[config.mk]
export PLATFORM = sky130hd
export DESIGN_NAME = fifo_wb_master
export DESIGN_NICKNAME = d
export VERILOG_FILES = /design/src/rtl/fifo_wb_master.sv
export SDC_FILE = /design/constraint.sdc
export NUM_CORES = 1
export LEC_CHECK = 0
export ABC_AREA = 1
export CAP_MARGIN = 40
export CORE_MARGIN = 1.5
export CORE_UTILIZATION = 46
export CTS_CLUSTER_SIZE = 20
export DETAILED_ROUTE_END_ITERATION = 10
export PLACE_DENSITY_LB_ADDON = 0.3
export SLEW_MARGIN = 30
export SYNTH_ARGS = -nofsm -noshare
export SYNTH_HDL_FRONTEND = slang
export SYNTH_SLANG_ARGS = --single-unit
[constraint.sdc]
create_clock -name clk -period 1.5 [get_ports clk]
set_input_delay 0.225 -clock clk [delete_from_list [all_inputs] [get_ports clk]]
set_output_delay 0.225 -clock clk [all_outputs]
set_load 0.005 [all_outputs]
[src/rtl/fifo_wb_master.sv]
// Stream-driven classic Wishbone master: header/address/data words in, read data plus status trailer out.
// Optional per-beat watchdog enabled by defining FIFO_WB_MASTER_TIMEOUT_EN.
module fifo_wb_master #(
    parameter int TIMEOUT_CYCLES = 1024
) (
    input  logic        clk,
    input  logic        rst_i,
    input  logic [31:0] cmd_dat,
    input  logic        cmd_valid,
    output logic        cmd_ready,
    output logic [31:0] rsp_dat,
    output logic        rsp_valid,
    input  logic        rsp_ready,
    output logic [31:0] m_adr_o,
    output logic [31:0] m_dat_o,
    input  logic [31:0] m_dat_i,
    output logic        m_cyc_o,
    output logic        m_stb_o,
    output logic        m_we_o,
    output logic [3:0]  m_sel_o,
    input  logic        m_ack_i,
    input  logic        m_err_i
);

    typedef enum logic [2:0] {
        S_IDLE, S_ADDR, S_WDATA, S_BUS, S_RDOUT, S_DRAIN, S_ZFILL, S_STATUS
    } state_t;

    state_t      state_q, state_d;
    logic        cmd_ready_q, cmd_ready_d;
    logic [31:0] rsp_dat_q, rsp_dat_d;
    logic        rsp_valid_q, rsp_valid_d;
    logic [31:0] adr_q, adr_d;
    logic [31:0] dat_q, dat_d;
    logic        bus_q, bus_d;
    logic        we_q, we_d;
    logic        rd_q, rd_d;
    logic [8:0]  rem_q, rem_d;     // beats not yet completed; reused as drain/zero-fill count
    logic [8:0]  acked_q, acked_d;
    logic [15:0] tag_q, tag_d;
    logic        err_q, err_d;
    logic        ill_q, ill_d;

    logic        cmd_fire, rsp_fire, tmo_hit, beat_fail;

    assign cmd_fire  = cmd_valid && cmd_ready_q;
    assign rsp_fire  = rsp_valid_q && rsp_ready;
    assign beat_fail = m_err_i || tmo_hit;

`ifdef FIFO_WB_MASTER_TIMEOUT_EN
    logic [15:0] tmo_q;

    assign tmo_hit = (state_q == S_BUS) && (tmo_q == 16'(TIMEOUT_CYCLES - 1));

    always_ff @(posedge clk) begin
        if (rst_i || state_q != S_BUS || m_ack_i || beat_fail) begin
            tmo_q <= 16'd0;
        end else begin
            tmo_q <= tmo_q + 16'd1;
        end
    end
`else
    logic unused_tmo;
    assign unused_tmo = ^TIMEOUT_CYCLES;
    assign tmo_hit    = 1'b0;
`endif

    always_comb begin
        state_d     = state_q;
        rsp_dat_d   = rsp_dat_q;
        rsp_valid_d = rsp_valid_q;
        adr_d       = adr_q;
        dat_d       = dat_q;
        bus_d       = bus_q;
        we_d        = we_q;
        rd_d        = rd_q;
        rem_d       = rem_q;
        acked_d     = acked_q;
        tag_d       = tag_q;
        err_d       = err_q;
        ill_d       = ill_q;
        case (state_q)
            S_IDLE: if (cmd_fire) begin
                tag_d   = cmd_dat[15:0];
                rem_d   = {1'b0, cmd_dat[23:16]} + 9'd1;
                acked_d = 9'd0;
                rd_d    = cmd_dat[30];
                err_d   = cmd_dat[31];
                ill_d   = cmd_dat[31];
                state_d = cmd_dat[31] ? S_STATUS : S_ADDR;
            end
            S_ADDR: if (cmd_fire) begin
                adr_d = {cmd_dat[31:2], 2'b00};
                if (rd_q) begin
                    bus_d   = 1'b1;
                    state_d = S_BUS;
                end else begin
                    state_d = S_WDATA;
                end
            end
            S_WDATA: if (cmd_fire) begin
                dat_d   = cmd_dat;
                bus_d   = 1'b1;
                we_d    = 1'b1;
                state_d = S_BUS;
            end
            S_BUS: if (beat_fail) begin
                bus_d = 1'b0;
                we_d  = 1'b0;
                err_d = 1'b1;
                if (rd_q) begin
                    // The failed beat and every unissued beat come back as zero words.
                    rsp_dat_d   = 32'h0;
                    rsp_valid_d = 1'b1;
                    state_d     = S_ZFILL;
                end else if (rem_q == 9'd1) begin
                    state_d = S_STATUS;
                end else begin
                    rem_d   = rem_q - 9'd1;
                    state_d = S_DRAIN;
                end
            end else if (m_ack_i) begin
                bus_d   = 1'b0;
                we_d    = 1'b0;
                acked_d = acked_q + 9'd1;
                adr_d   = adr_q + 32'd4;
                rem_d   = rem_q - 9'd1;
                if (rd_q) begin
                    rsp_dat_d   = m_dat_i;
                    rsp_valid_d = 1'b1;
                    state_d     = S_RDOUT;
                end else begin
                    state_d = (rem_q == 9'd1) ? S_STATUS : S_WDATA;
                end
            end
            S_RDOUT: if (rsp_fire) begin
                rsp_valid_d = 1'b0;
                if (rem_q == 9'd0) begin
                    state_d = S_STATUS;
                end else begin
                    bus_d   = 1'b1;
                    state_d = S_BUS;
                end
            end
            S_DRAIN: if (cmd_fire) begin
                rem_d = rem_q - 9'd1;
                if (rem_q == 9'd1) state_d = S_STATUS;
            end
            S_ZFILL: if (rsp_fire) begin
                if (rem_q == 9'd1) begin
                    rsp_valid_d = 1'b0;
                    state_d     = S_STATUS;
                end else begin
                    rem_d = rem_q - 9'd1;
                end
            end
            S_STATUS: begin
                // Trailer is loaded one cycle after entry, leaving a gap after the last data word.
                if (!rsp_valid_q) begin
                    rsp_dat_d   = {err_q, ill_q, 5'b0, acked_q, tag_q};
                    rsp_valid_d = 1'b1;
                end else if (rsp_ready) begin
                    rsp_valid_d = 1'b0;
                    state_d     = S_IDLE;
                end
            end
            default: state_d = S_IDLE;
        endcase
        cmd_ready_d = (state_d == S_IDLE) || (state_d == S_ADDR) ||
                      (state_d == S_WDATA) || (state_d == S_DRAIN);
    end

    always_ff @(posedge clk) begin
        if (rst_i) begin
            state_q     <= S_IDLE;
            cmd_ready_q <= 1'b0;
            rsp_dat_q   <= 32'h0;
            rsp_valid_q <= 1'b0;
            adr_q       <= 32'h0;
            dat_q       <= 32'h0;
            bus_q       <= 1'b0;
            we_q        <= 1'b0;
            rd_q        <= 1'b0;
            rem_q       <= 9'd0;
            acked_q     <= 9'd0;
            tag_q       <= 16'h0;
            err_q       <= 1'b0;
            ill_q       <= 1'b0;
        end else begin
            state_q     <= state_d;
            cmd_ready_q <= cmd_ready_d;
            rsp_dat_q   <= rsp_dat_d;
            rsp_valid_q <= rsp_valid_d;
            adr_q       <= adr_d;
            dat_q       <= dat_d;
            bus_q       <= bus_d;
            we_q        <= we_d;
            rd_q        <= rd_d;
            rem_q       <= rem_d;
            acked_q     <= acked_d;
            tag_q       <= tag_d;
            err_q       <= err_d;
            ill_q       <= ill_d;
        end
    end

    assign cmd_ready = cmd_ready_q;
    assign rsp_dat   = rsp_dat_q;
    assign rsp_valid = rsp_valid_q;
    assign m_adr_o   = adr_q;
    assign m_dat_o   = dat_q;
    assign m_cyc_o   = bus_q;
    assign m_stb_o   = bus_q;
    assign m_we_o    = we_q;
    assign m_sel_o   = 4'hF;

endmodule

==> flow_metrics.env <==
export IMPL_grtUsageMet3_pct=5.594
export IMPL_pin_count=175
export IMPL_violations="negative setup slack"
export IMPL_via_per_inst=5.667
export IMPL_die_x_um=131.4
export IMPL_synth_edf_count=0
export IMPL_synthArstFlopShare_pct=0
export IMPL_ys_types=47
export IMPL_antenna_found_initial=0
export IMPL_path_cells="buf_12 -> nand2_8 -> nor2_8 -> nand3_4 -> inv_2 -> nor2_4 -> nand2_4 -> nand2_8 -> buf_12 -> o21ai_1 -> nor2_1"
export IMPL_grt_first_pass_wirelength_mm=43.31
export IMPL_hold_path_class="input pin to flop"
export IMPL_p_leak_nw=5.700
export IMPL_nNetsFinal=1524
export IMPL_core_area_um2=16000
export IMPL_design_area_um2=12680
export IMPL_numPortBuffers=168
export IMPL_grt_pass1_vias=8664
export IMPL_fmax_mhz=568.0
export IMPL_ant_nets=0
export IMPL_grt_max_degree=93
export IMPL_setup_viol=86
export IMPL_worstMarginPinSlew_ns=0.5504
export IMPL_drv_cap=0
export IMPL_synth_seq_cells=138
export IMPL_switching_power_mw=7.113
export IMPL_cts_root_buffer="clkbuf_16"
export IMPL_p_per_area_nw_per_um2=1403
export IMPL_setup_ws_ns=-0.2606
export IMPL_place_congestion=0.9168
export IMPL_peakVddDrop_mv=1.092
export IMPL_fin_hold_ws_ns=0.2875
export IMPL_crit_slowest_cell="dfxtp_2"
export IMPL_post_dp_cell_area_um2=10310
export IMPL_first_pass_iters=7
export IMPL_dp_cells=1582
export IMPL_cts_tree="built"
export IMPL_crit_required_ns=1.82
export IMPL_critPathMaxStageDelay_ns=0.35
export IMPL_initial_utilization_pct=47.36
export IMPL_synthCells=1121
export IMPL_ys_flop_type="dfxtp_1"
export IMPL_hold_violations=0
export IMPL_p_seq_share_pct=26.3
export IMPL_holdPathEnd="rsp_dat[8]$_SDFFE_PP0P_"
export IMPL_min_period_ns=1.761
export IMPL_clock_path_buffers=2
export IMPL_reg2reg_slack_ns=-0.26
export IMPL_fp_dieH_um=131.4
export IMPL_final_common_cell="nand2_1"
export IMPL_area_growth_pct=67.34
export IMPL_synth_warnings=0
export IMPL_internal_power_mw=10.68
export IMPL_grt_usage_pct=30.85
export IMPL_htreeDepth=4
export IMPL_syn_area_per_cell_um2=6.760
export IMPL_pwr_share_comb_pct=49.0
export IMPL_swShare_pct=39.98
export IMPL_rows=46
export IMPL_busiest_layer="met2"
export IMPL_insertedDiodeCount=0
export IMPL_drive_above_1_share_pct=35.11
export IMPL_die_area_um2=17250
export IMPL_ys_seq_area_share_pct=36.45
export IMPL_hold_depth=5
export IMPL_n_fill_cell=1051
export IMPL_place_ws_ns=-0.4112
export IMPL_status="finished with violations"
export IMPL_r2r_cells=11
export IMPL_rr_endpoint="rsp_dat[20]$_SDFFE_PP0P_"
export IMPL_cts_num_sinks=138
export IMPL_rr_startpoint="state_q[1]$_SDFF_PP0_"
export IMPL_cts_made_buffers=17
export IMPL_min_delay_start="rst_i"
export IMPL_wirelength_mm=31.42
export IMPL_synth_cell_area_um2=7579
export IMPL_drc=0
export IMPL_critical_path_startpoint_type="flop"
export IMPL_fin_crit_sh_pct=117.4
export IMPL_vias=9504
export IMPL_use_met2_pct=53.26
export IMPL_globalRouteMet1Util_pct=37.76
export IMPL_cp_arrival_ns=2.08
export IMPL_path_clk_slew_ns=0.07
export IMPL_dpl_hpwl_mm=17.93
export IMPL_layoutNonFillerInstCount=1677
export IMPL_clock_latency_ns=0.43
export IMPL_rsz0062_at_grt="true"
export IMPL_first_iter_violations=976
export IMPL_crit_fanout=9
export IMPL_fin_skew_ns=0.008024
export IMPL_slew_limit_headroom_pct=63.03
export IMPL_power_frac_clock_pct=24.7
export IMPL_mostFrequentLayoutCells="nand2_1 (235), buf_4 (134), nor2_1 (126)"
export IMPL_grt_overflow=0
export IMPL_path_class="flop to flop"
export IMPL_report_final_slew_viol_count=0
export IMPL_wl_per_cell_um=18.73
export IMPL_endpoint_kind="flop"
metrics by stage:
| stage | power (mW) | util, % | TNS [ns] |
|---|---|---|---|
| final | 17.79 | 79.26 | -12.93 |
| after global routing | 18.45 | 79.26 | -17.24 |
| after CTS | 16.15 | 73.13 | -8.770 |
| after detailed placement | 10.76 | 64.43 | -42.35 |
| after global placement | 10.69 | 64.43 | -40.41 |
| after floorplan | 8.051 | - | 0 |
per-layer routing:
layer / wire length [um] / share of wire (%) / up-vias
met5: 0 / 0 / -
met4: 1326 / 4.2 / 0
met3: 2319 / 7.4 / 123
met2: 15210 / 48 / 503
met1: 12560 / 40 / 4536
li1: - / - / 4342
kinds of logic (layout without fill, tap and decap cells):
| kind of cell | Yosys count | in the layout | share of synthesized area [%] |
|---|---|---|---|
| AO/OA/AOI/OAI | 230 | 230 | 17.35 |
| XOR/XNOR | 11 | 11 | 1.271 |
| adder cells (fa/ha/maj) | 6 | 6 | 0.9906 |
| buffers and inverters | 139 | 473 | 9.146 |
| flip-flops | 138 | 138 | 36.45 |
| other | 2 | 6 | 0.09910 |
| AND/OR/NAND/NOR | 595 | 597 | 34.69 |
worst max-delay path, delay by kind of cell, from the launching register on:
family          cells  cell delay, ns
simple gates        7            0.73
buf+inv             3            0.41
flops               1            0.35
compound gates      1            0.15
cell type report:
cell class	instances	area [um^2]	share of cell area [%]
Multi-Input combinational cell	850	4952	39.05
Tap cell	216	270.3	2.131
Timing Repair inverter	1	11.26	0.08879
Timing Repair Buffer	365	3666	28.91
Inverter	75	314.1	2.476
Clock buffer	18	439.2	3.463
Sequential cell	138	2868	22.61
Clock inverter	14	161.4	1.273
worst max path at each step:
stage	startpoint	endpoint	slack, ns	depth (start not counted)
finish	state_q[1]$_SDFF_PP0_	rsp_dat[20]$_SDFFE_PP0P_	-0.26	11
global route	state_q[1]$_SDFF_PP0_	rsp_dat[20]$_SDFFE_PP0P_	-0.32	11
floorplan	m_adr_o[3]$_SDFFE_PP0P_	m_adr_o[18]$_SDFFE_PP0P_	0.004	10
global placement	m_err_i	rem_q[8]$_SDFFE_PP0P_	-0.39	9
CTS	state_q[1]$_SDFF_PP0_	rsp_dat[12]$_SDFFE_PP0P_	-0.18	11
detailed placement	m_ack_i	acked_q[5]$_SDFFE_PP0P_	-0.41	10
repair_timing:
action | CTS | global route
buffers inserted | 25 | 24
hold buffers | 0 | 0
gates resized for setup | 260 | 207
pin swaps | 35 | 46
cloned | 8 | 8
endpoints found under the setup margin | 206 | 160
synth_stat cells (3+ instances only):
cell type	n	area, um^2
a211oi_1	3	22.52
a211oi_2	9	112.6
a21oi_1	114	570.6
a21oi_2	3	26.28
a22oi_1	11	82.58
a31oi_1	4	25.02
buf_2	17	85.08
buf_4	11	82.58
buf_6	12	135.1
clkbuf_1	22	82.58
dfxtp_1	138	2763
ha_1	6	75.07
inv_1	61	229.0
inv_2	11	41.29
inv_4	3	18.77
nand2_1	283	1062
nand2_2	4	25.02
nand2_4	5	56.30
nand3_1	82	410.4
nand3_2	7	70.07
nand3b_1	13	97.59
nand4_1	9	56.30
nor2_1	161	604.3
nor2_2	5	31.28
nor2_4	4	45.04
nor3_1	14	70.07
o21ai_0	61	305.3
o21ai_1	16	80.08
or2_2	3	18.77
xor2_1	10	87.58
registers in the layout (all words and copies together), names as in the netlist:
register,count
rd_q,1
acked_q,9
rsp_valid,1
rsp_dat,32
rem_q,9
tag_q,16
state_q,3
m_cyc_o,1
m_dat_o,32
ill_q,1
err_q,1
cmd_ready,1
m_adr_o,30
m_we_o,1
power by group through the flow:
stage / clock network [mW] / registers [mW] / logic (mW)
after CTS: 4.38 / 4.62 / 7.15
after global placement: 0 / 4.62 / 6.08
after detailed placement: 0 / 4.63 / 6.14
final: 4.40 / 4.68 / 8.71
after global routing: 4.53 / 4.72 / 9.19
after floorplan: 0 / 4.60 / 3.45
Note: power is estimated with default switching activity, not from simulation.
